**config.mk**
```make
export PLATFORM = sky130hd
export DESIGN_NAME = uart_buffer_axi
export DESIGN_NICKNAME = d
export VERILOG_FILES = /design/src/rtl/uart_buffer_axi.sv
export SDC_FILE = /design/constraint.sdc
export NUM_CORES = 1
export LEC_CHECK = 0
export BUFFER_PORTS_ARGS = -buffer_cell sky130_fd_sc_hd__buf_2
export CAP_MARGIN = 20
export CORE_MARGIN = 3
export CORE_UTILIZATION = 53
export DETAILED_ROUTE_END_ITERATION = 12
export GPL_TIMING_DRIVEN = 0
export PLACE_DENSITY = 0.77
export SLEW_MARGIN = 10
export SYNTH_ARGS = -nofsm -noshare
export SYNTH_HDL_FRONTEND = slang
export SYNTH_SLANG_ARGS = --single-unit
```
**constraint.sdc**
```tcl
create_clock -name clk -period 2.6 [get_ports clk]
set_input_delay 0 -clock clk [delete_from_list [all_inputs] [get_ports clk]]
set_output_delay 0 -clock clk [all_outputs]
set_load 0.05 [all_outputs]
```
**src/rtl/uart_buffer_axi.sv**
```systemverilog
// AXI4-Lite responder for the UART window: RX/TX byte FIFOs behind a 4-register map.
// Reads of an empty RX FIFO and writes to a full TX FIFO stall the response.

module uart_buffer_axi_fifo #(
  parameter int unsigned DEPTH_LOG2 = 4
) (
  input  logic       clk,
  input  logic       rst,
  input  logic       flush,
  input  logic       push,
  input  logic [7:0] push_data,
  input  logic       pop,
  output logic [7:0] head,
  output logic       empty,
  output logic       full
);

  logic [7:0]            mem [2**DEPTH_LOG2];
  logic [DEPTH_LOG2-1:0] wptr;
  logic [DEPTH_LOG2-1:0] rptr;
  logic [DEPTH_LOG2:0]   count;

  // Flush has priority over any same-cycle push or pop.
  always_ff @(posedge clk) begin
    if (rst || flush) begin
      wptr  <= '0;
      rptr  <= '0;
      count <= '0;
    end else begin
      if (push) wptr <= wptr + 1'b1;
      if (pop)  rptr <= rptr + 1'b1;
      case ({push, pop})
        2'b10:   count <= count + 1'b1;
        2'b01:   count <= count - 1'b1;
        default: ;
      endcase
    end
  end

  always_ff @(posedge clk) begin
    if (push) mem[wptr] <= push_data;
  end

  // count never exceeds the depth, so its MSB alone marks full.
  assign head  = mem[rptr];
  assign empty = (count == '0);
  assign full  = count[DEPTH_LOG2];

endmodule

module uart_buffer_axi #(
  parameter int unsigned DEPTH_LOG2 = 4
) (
  input  logic        clk,
  input  logic        rst,
  input  logic [3:0]  s_axi_araddr,
  input  logic        s_axi_arvalid,
  output logic        s_axi_arready,
  input  logic [2:0]  s_axi_arprot,
  output logic [31:0] s_axi_rdata,
  output logic [1:0]  s_axi_rresp,
  output logic        s_axi_rvalid,
  input  logic        s_axi_rready,
  input  logic [3:0]  s_axi_awaddr,
  input  logic        s_axi_awvalid,
  output logic        s_axi_awready,
  input  logic [2:0]  s_axi_awprot,
  input  logic [31:0] s_axi_wdata,
  input  logic [3:0]  s_axi_wstrb,
  input  logic        s_axi_wvalid,
  output logic        s_axi_wready,
  output logic [1:0]  s_axi_bresp,
  output logic        s_axi_bvalid,
  input  logic        s_axi_bready,
  input  logic [7:0]  rx_data,
  input  logic        rx_valid,
  output logic        rx_ready,
  output logic [7:0]  tx_data,
  output logic        tx_valid,
  input  logic        tx_ready
);

  localparam logic [3:0] A_RX   = 4'h0;
  localparam logic [3:0] A_TX   = 4'h4;
  localparam logic [3:0] A_STAT = 4'h8;
  localparam logic [3:0] A_CTRL = 4'hC;
  localparam logic [1:0] OKAY   = 2'b00;
  localparam logic [1:0] SLVERR = 2'b10;

  typedef enum logic [1:0] {R_IDLE, R_WAIT, R_RESP} rd_state_t;
  typedef enum logic [1:0] {W_IDLE, W_EXEC, W_RESP} wr_state_t;

  rd_state_t rstate, rstate_nxt;
  wr_state_t wstate, wstate_nxt;

  logic        live;
  logic [3:0]  raddr;
  logic [31:0] rd_word;
  logic [1:0]  rd_resp;
  logic        ar_hs, r_stall, r_load;
  logic [3:0]  waddr;
  logic [7:0]  wdata_q;
  logic        wstrb0_q, aw_done, w_done;
  logic        aw_hs, w_hs, w_stall, w_do, w_addr_ok;

  logic       rx_push, rx_pop, rx_flush, rx_empty, rx_full;
  logic [7:0] rx_head;
  logic       tx_push, tx_pop, tx_flush, tx_empty, tx_full;

  logic unused_ok;
  assign unused_ok = ^{s_axi_arprot, s_axi_awprot, s_axi_wdata[31:8], s_axi_wstrb[3:1]};

  // Holds every *ready low until the first edge after reset is released.
  always_ff @(posedge clk) begin
    if (rst) live <= 1'b0;
    else     live <= 1'b1;
  end

  uart_buffer_axi_fifo #(.DEPTH_LOG2(DEPTH_LOG2)) u_rx_fifo (
    .clk(clk), .rst(rst), .flush(rx_flush), .push(rx_push), .push_data(rx_data),
    .pop(rx_pop), .head(rx_head), .empty(rx_empty), .full(rx_full)
  );

  uart_buffer_axi_fifo #(.DEPTH_LOG2(DEPTH_LOG2)) u_tx_fifo (
    .clk(clk), .rst(rst), .flush(tx_flush), .push(tx_push), .push_data(wdata_q),
    .pop(tx_pop), .head(tx_data), .empty(tx_empty), .full(tx_full)
  );

  assign rx_ready = !rx_full;
  assign rx_push  = rx_valid && rx_ready;
  assign tx_valid = !tx_empty;
  assign tx_pop   = tx_valid && tx_ready;

  // ---------------- read channel ----------------
  assign ar_hs   = s_axi_arvalid && s_axi_arready;
  assign r_stall = (raddr == A_RX) && rx_empty;

  always_ff @(posedge clk) begin
    if (rst) rstate <= R_IDLE;
    else     rstate <= rstate_nxt;
  end

  always_comb begin
    rstate_nxt = rstate;
    case (rstate)
      R_IDLE:  if (ar_hs) rstate_nxt = R_WAIT;
      R_WAIT:  if (!r_stall) rstate_nxt = R_RESP;
      R_RESP:  if (s_axi_rready) rstate_nxt = R_IDLE;
      default: rstate_nxt = R_IDLE;
    endcase
  end

  always_comb begin
    s_axi_arready = live && (rstate == R_IDLE);
    s_axi_rvalid  = (rstate == R_RESP);
    r_load        = (rstate == R_WAIT) && !r_stall;
    rx_pop        = r_load && (raddr == A_RX);
  end

  always_comb begin
    rd_word = '0;
    rd_resp = OKAY;
    case (raddr)
      A_RX:          rd_word = {24'b0, rx_head};
      A_STAT:        rd_word = {28'b0, tx_full, tx_empty, rx_full, !rx_empty};
      A_TX, A_CTRL:  ;
      default:       rd_resp = SLVERR;
    endcase
  end

  always_ff @(posedge clk) begin
    if (rst) begin
      raddr       <= '0;
      s_axi_rdata <= '0;
      s_axi_rresp <= '0;
    end else begin
      if (ar_hs) raddr <= s_axi_araddr;
      if (r_load) begin
        s_axi_rdata <= rd_word;
        s_axi_rresp <= rd_resp;
      end
    end
  end

  // ---------------- write channel ----------------
  assign aw_hs     = s_axi_awvalid && s_axi_awready;
  assign w_hs      = s_axi_wvalid && s_axi_wready;
  assign w_addr_ok = (waddr == A_RX) || (waddr == A_TX) || (waddr == A_STAT) || (waddr == A_CTRL);
  // A same-cycle PHY pop frees the slot the stalled write needs.
  assign w_stall   = (waddr == A_TX) && wstrb0_q && tx_full && !tx_pop;

  always_ff @(posedge clk) begin
    if (rst) wstate <= W_IDLE;
    else     wstate <= wstate_nxt;
  end

  always_comb begin
    wstate_nxt = wstate;
    case (wstate)
      W_IDLE:  if ((aw_done || aw_hs) && (w_done || w_hs)) wstate_nxt = W_EXEC;
      W_EXEC:  if (!w_stall) wstate_nxt = W_RESP;
      W_RESP:  if (s_axi_bready) wstate_nxt = W_IDLE;
      default: wstate_nxt = W_IDLE;
    endcase
  end

  always_comb begin
    s_axi_awready = live && (wstate == W_IDLE) && !aw_done;
    s_axi_wready  = live && (wstate == W_IDLE) && !w_done;
    s_axi_bvalid  = (wstate == W_RESP);
    w_do          = (wstate == W_EXEC) && !w_stall;
    tx_push       = w_do && (waddr == A_TX) && wstrb0_q;
    tx_flush      = w_do && (waddr == A_CTRL) && wstrb0_q && wdata_q[0];
    rx_flush      = w_do && (waddr == A_CTRL) && wstrb0_q && wdata_q[1];
  end

  always_ff @(posedge clk) begin
    if (rst) begin
      aw_done     <= 1'b0;
      w_done      <= 1'b0;
      waddr       <= '0;
      wdata_q     <= '0;
      wstrb0_q    <= 1'b0;
      s_axi_bresp <= '0;
    end else begin
      if (aw_hs) begin
        waddr   <= s_axi_awaddr;
        aw_done <= 1'b1;
      end
      if (w_hs) begin
        wdata_q  <= s_axi_wdata[7:0];
        wstrb0_q <= s_axi_wstrb[0];
        w_done   <= 1'b1;
      end
      if (w_do) s_axi_bresp <= w_addr_ok ? OKAY : SLVERR;
      if (s_axi_bvalid && s_axi_bready) begin
        aw_done <= 1'b0;
        w_done  <= 1'b0;
      end
    end
  end

endmodule

```
==> flow_summary.html <==
<table>
<tr><th>Metric</th><th>Value</th></tr>
<tr><th colspan="2">Floorplan</th></tr>
<tr><td>Area of the die</td><td>0.02653 sq mm</td></tr>
<tr><td>Chip Height</td><td>about 160 um</td></tr>
<tr><td>Starting density of the core</td><td>54.75%</td></tr>
<tr><td>Area of the core region</td><td>~0.024 sq mm</td></tr>
<tr><td>Number of rows in the core area</td><td>56</td></tr>
<tr><td>Ports</td><td>between 100 and 150</td></tr>
<tr><td>Die span in x</td><td>162.9 um</td></tr>
<tr><th colspan="2">Power and ir drop</th></tr>
<tr><td>Pwr Total</td><td>10.67 mW</td></tr>
<tr><td>P_leak</td><td>5.322 nW</td></tr>
<tr><td>Pwr per Cell Area</td><td>681.3 mW/mm^2</td></tr>
<tr><td>Peak ir drop on the vdd network</td><td>a little under 0.0009 V</td></tr>
<tr><th colspan="2">GRT</th></tr>
<tr><td>Via count of the first global-routing pass</td><td>7,841</td></tr>
<tr><td>GRT Residual Overflow</td><td>0</td></tr>
<tr><td>Antenna violations before repair</td><td>0</td></tr>
<tr><td>Wire length of the first global-routing pass</td><td>45.13 mm</td></tr>
<tr><td>Pin count of the biggest net entering global routing</td><td>19</td></tr>
<tr><td>Gr usage total</td><td>22.38%</td></tr>
<tr><th colspan="2">Place</th></tr>
<tr><td>Routability-driven placement congestion ratio</td><td>approximately 0.80</td></tr>
<tr><td>Detailed placement HPWL</td><td>around 18 mm</td></tr>
<tr><td>DP Area</td><td>0.01392 sq mm</td></tr>
<tr><td>Setup Slack @ Placement</td><td>-0.4249 ns</td></tr>
<tr><td>Count of buffers inserted at the top-level ports</td><td>57</td></tr>
<tr><th colspan="2">Hold path</th></tr>
<tr><td>Path type of the worst min-delay path</td><td>primary input to register</td></tr>
<tr><td>Hold path cells</td><td>5</td></tr>
<tr><td>Startpoint of the most critical hold path</td><td>s_axi_arvalid</td></tr>
<tr><th colspan="2">CTS</th></tr>
<tr><td>Number of buffers inserted during clock tree synthesis</td><td>30</td></tr>
<tr><td>Clk sinks</td><td>324</td></tr>
<tr><td>Longest Clk Path Bufs</td><td>3</td></tr>
<tr><td>CTS Root Cell</td><td>sky130_fd_sc_hd__clkbuf_16</td></tr>
<tr><td>Worst-Skew Late Latency</td><td>0.57 ns</td></tr>
<tr><td>TritonCTS clock tree</td><td>built</td></tr>
<tr><td>Clock-pin transition on the worst setup and hold timing paths</td><td>roughly 0.060 ns</td></tr>
<tr><td>Max H-tree Level</td><td>1</td></tr>
<tr><th colspan="2">Worst setup path</th></tr>
<tr><td>Kind of start point of the critical path</td><td>register</td></tr>
<tr><td>CP top delay family</td><td>simple AND/OR/NAND/NOR gates</td></tr>
<tr><td>Origin of the worst setup path</td><td>waddr[0]</td></tr>
<tr><td>Cell with the largest stage delay on the worst path</td><td>sky130_fd_sc_hd__or3_1</td></tr>
<tr><td>Stages on the worst setup path</td><td>10</td></tr>
<tr><td>Largest fanout on the critical path</td><td>7</td></tr>
<tr><td>Reg2Reg Launch Point</td><td>waddr[0]</td></tr>
<tr><td>Critical path data required time</td><td>around 3 ns</td></tr>
<tr><td>WP data arrival</td><td>3.11 ns</td></tr>
<tr><td>Critical-path cell list</td><td>and4bb_2, and4b_2, clkinv_4, ha_4, ha_1, o21ai_0, o22ai_1, a221oi_2, or3_1, a21oi_2</td></tr>
<tr><td>Sum of buffers and inverters on the critical path</td><td>1</td></tr>
<tr><td>Highest cell delay on the worst timing path</td><td>0.39 ns</td></tr>
<tr><td>Endpoint class of the critical path</td><td>register</td></tr>
<tr><td>R2r worst-path depth</td><td>10</td></tr>
<tr><td>Startpoint-to-endpoint class of the critical path</td><td>register to register</td></tr>
<tr><th colspan="2">Finish</th></tr>
<tr><td>Utilization after layout</td><td>65.76%</td></tr>
<tr><td>Layout net count</td><td>1,053</td></tr>
<tr><td>Top library cells by usage in the layout, fill and taps aside</td><td>256 x sky130_fd_sc_hd__edfxtp_1, 66 x sky130_fd_sc_hd__mux4_2, 62 x sky130_fd_sc_hd__dfxtp_1</td></tr>
<tr><td>Final design area excluding fillers</td><td>0.01567 sq mm</td></tr>
<tr><td>Leading cell type in the layout, fill and taps excluded</td><td>sky130_fd_sc_hd__edfxtp_1</td></tr>
<tr><td>N_diodes</td><td>0</td></tr>
<tr><td>Fraction of layout cells with a size suffix above 1</td><td>27.04%</td></tr>
<tr><td>Synthesis-to-finish area growth</td><td>20.11%</td></tr>
<tr><th colspan="2">STA</th></tr>
<tr><td>Worst slew margin</td><td>40.51%</td></tr>
<tr><td>Clock period minus final worst setup slack</td><td>2.620 ns</td></tr>
<tr><td>Post-route fraction of the period consumed by the critical path</td><td>100.8%</td></tr>
<tr><td>Number of pins with negative max-slew slack in the final report</td><td>0</td></tr>
<tr><td>Number of hold violations in the final report</td><td>0</td></tr>
<tr><td>Setup Skew</td><td>0.01743 ns</td></tr>
<tr><td>Number of setup violations in the final report</td><td>1</td></tr>
<tr><td>Slew at the pin closest to its max-slew limit</td><td>0.8890 ns</td></tr>
<tr><td>Setup WS post-layout</td><td>-0.02042 ns</td></tr>
<tr><td>Fmax</td><td>roughly 380 MHz</td></tr>
<tr><td>RSZ-0062 raised after global routing</td><td>true</td></tr>
<tr><th colspan="2">Logic synthesis</th></tr>
<tr><td>Number of enable-type register cells in the synthesized netlist</td><td>256</td></tr>
<tr><td>Syn Std Cell Area</td><td>about 0.013 sq mm</td></tr>
<tr><td>Flop and latch count out of synthesis</td><td>~320</td></tr>
<tr><td>Most instantiated flip-flop cell in the synthesis netlist</td><td>sky130_fd_sc_hd__edfxtp_1</td></tr>
<tr><td>Number of distinct library cells after synthesis</td><td>55</td></tr>
<tr><td>Post-synthesis sequential area ratio</td><td>69.38%</td></tr>
<tr><td>Synthesized area per cell</td><td>16.66 sq um</td></tr>
<tr><td>Top cell type by total area after synthesis</td><td>sky130_fd_sc_hd__edfxtp_1</td></tr>
<tr><td>Synth warnings</td><td>0</td></tr>
<tr><td>Post-synthesis cell count</td><td>783</td></tr>
<tr><td>Fraction of registers with async set/reset</td><td>0%</td></tr>
<tr><td>Area share of the largest cell type after synthesis</td><td>58.94%</td></tr>
<tr><td>Ranking of synthesized cells by area</td><td>sky130_fd_sc_hd__edfxtp_1 59%, sky130_fd_sc_hd__mux4_2 11%, sky130_fd_sc_hd__dfxtp_1 10%</td></tr>
<tr><th colspan="2">Drt</th></tr>
<tr><td>Vias/cell</td><td>5.718</td></tr>
<tr><td>Total vias in the final route</td><td>7,490</td></tr>
<tr><td>DR DRC count</td><td>0</td></tr>
<tr><td>Count of routing violations after the opening detailed-route iteration</td><td>756</td></tr>
<tr><td>Number of detailed-route iterations in the first pass</td><td>5</td></tr>
<tr><td>Average wire per cell in the routed design</td><td>22.08 um</td></tr>
<tr><td>Number of nets with antenna violations after routing</td><td>0</td></tr>
<tr><td>Total detailed-routing wirelength</td><td>slightly below 30 mm</td></tr>
<tr><th colspan="2">Status</th></tr>
<tr><td>Outcome</td><td>finished, violations left</td></tr>
<tr><td>Failing checks</td><td>negative setup slack</td></tr>
<tr><th colspan="2">Job</th></tr>
<tr><td>Count of max-cap constraint violations</td><td>0</td></tr>
</table>
==> worst paths after layout <==
path	slack (ns)	endpoint
hold / removal	0.14	raddr[0]
setup reg to reg	-0.02	u_tx_fifo.count[4]
setup / recovery	-0.02	u_tx_fifo.count[4]
hold reg to reg	0.46	s_axi_bresp[1]
==> where the power goes <==
group | internal [mW] | leakage, nW | switching [mW]
registers | 5.65 | 2.81 | 0.0753
clock network | 2.42 | 0.480 | 1.85
logic | 0.267 | 2.03 | 0.409
==> synth_stat cells (all sizes together), types with 2 or more instances <==
library cell and n:
a211oi 2, a21o 3, a21oi 33, a221oi 2, a222oi 2, a22oi 17, a311oi 3, a31oi 3
a41o 2, and2 23, and3 3, buf 43, clkbuf 20, dfxtp 68, edfxtp 256, ha 18
inv 17, mux2i 13, mux4 70, nand2 35, nand2b 5, nand3 19, nand4 6, nor2 49
nor2b 8, nor3 8, nor3b 3, nor4 6, o21ai 6, o22ai 2, or3 3, or4 2
xnor2 8, xor2 12
==> timing repair <==
item / CTS / global route
endpoints found under the hold margin: 156 / 0
hold buffers: 47 / 0
gates resized for setup: 32 / 22
setup buffers: 5 / 12
gates cloned: 0 / 0
pin swaps: 4 / 13
endpoints found under the setup margin: 12 / 12
==> metal layers <==
metal	vias up	track usage (%)	routed length (um)
met3	85	3.510	1942
met5	-	0	0
met2	327	38.29	14920
li1	3355	-	-
met4	0	8.804	1160
met1	3723	28.99	10910
==> layout make-up <==
type,instances,area (sq um)
Buffer,61,420.4
Clock buffer,44,873.3
Clock inverter,12,95.09
Fill cell,1569,8158
Inverter,17,68.82
Multi-Input combinational cell,404,3804
Sequential cell,324,9059
Tap cell,319,399.1
Timing Repair Buffer,129,945.9
==> worst reg2reg max path, delay by kind of cell, from the launching register on <==
| kind | cells | cell delay (ns) |
|---|---|---|
| AO/OA/AOI/OAI | 4 | 0.54 |
| flip-flops | 1 | 0.32 |
| buffers and inverters | 1 | 0.12 |
| AND/OR/NAND/NOR | 3 | 1.03 |
| adder cells (fa/ha/maj) | 2 | 0.54 |
==> stage by stage <==
stage | cells | TNS, ns | hold WS [ns]
floorplan | 808 | 0 | 0.09661
finish | 1310 | -0.02042 | 0.1440
CTS | 1300 | -0.04918 | 0.1124
global route | 1310 | -0.1957 | 0.1530
detailed placement | 1192 | -1.083 | 0.2152
global placement | 1184 | -22.43 | 0.2138
==> registers in the layout (all words and copies together) (netlist names), 2 cells and up, named ones only <==
register / count
u_rx_fifo.mem: 128
u_tx_fifo.mem: 128
s_axi_rdata: 8
wdata_q: 8
u_rx_fifo.count: 5
u_tx_fifo.count: 5
raddr: 4
u_rx_fifo.rptr: 4
u_rx_fifo.wptr: 4
u_tx_fifo.rptr: 4
u_tx_fifo.wptr: 4
waddr: 4
rstate: 2
wstate: 2
==> kinds of logic after synthesis <==
kind of cell	after synthesis	share of synthesized area, %
compound gates	81	4.077
buf+inv	80	3.348
other cells	1	0.02875
fa+ha+maj	19	1.880
flops	324	69.38
mux	84	13.29
simple gates	174	6.658
xor+xnor	20	1.343
(Power assumes the default switching activity.)
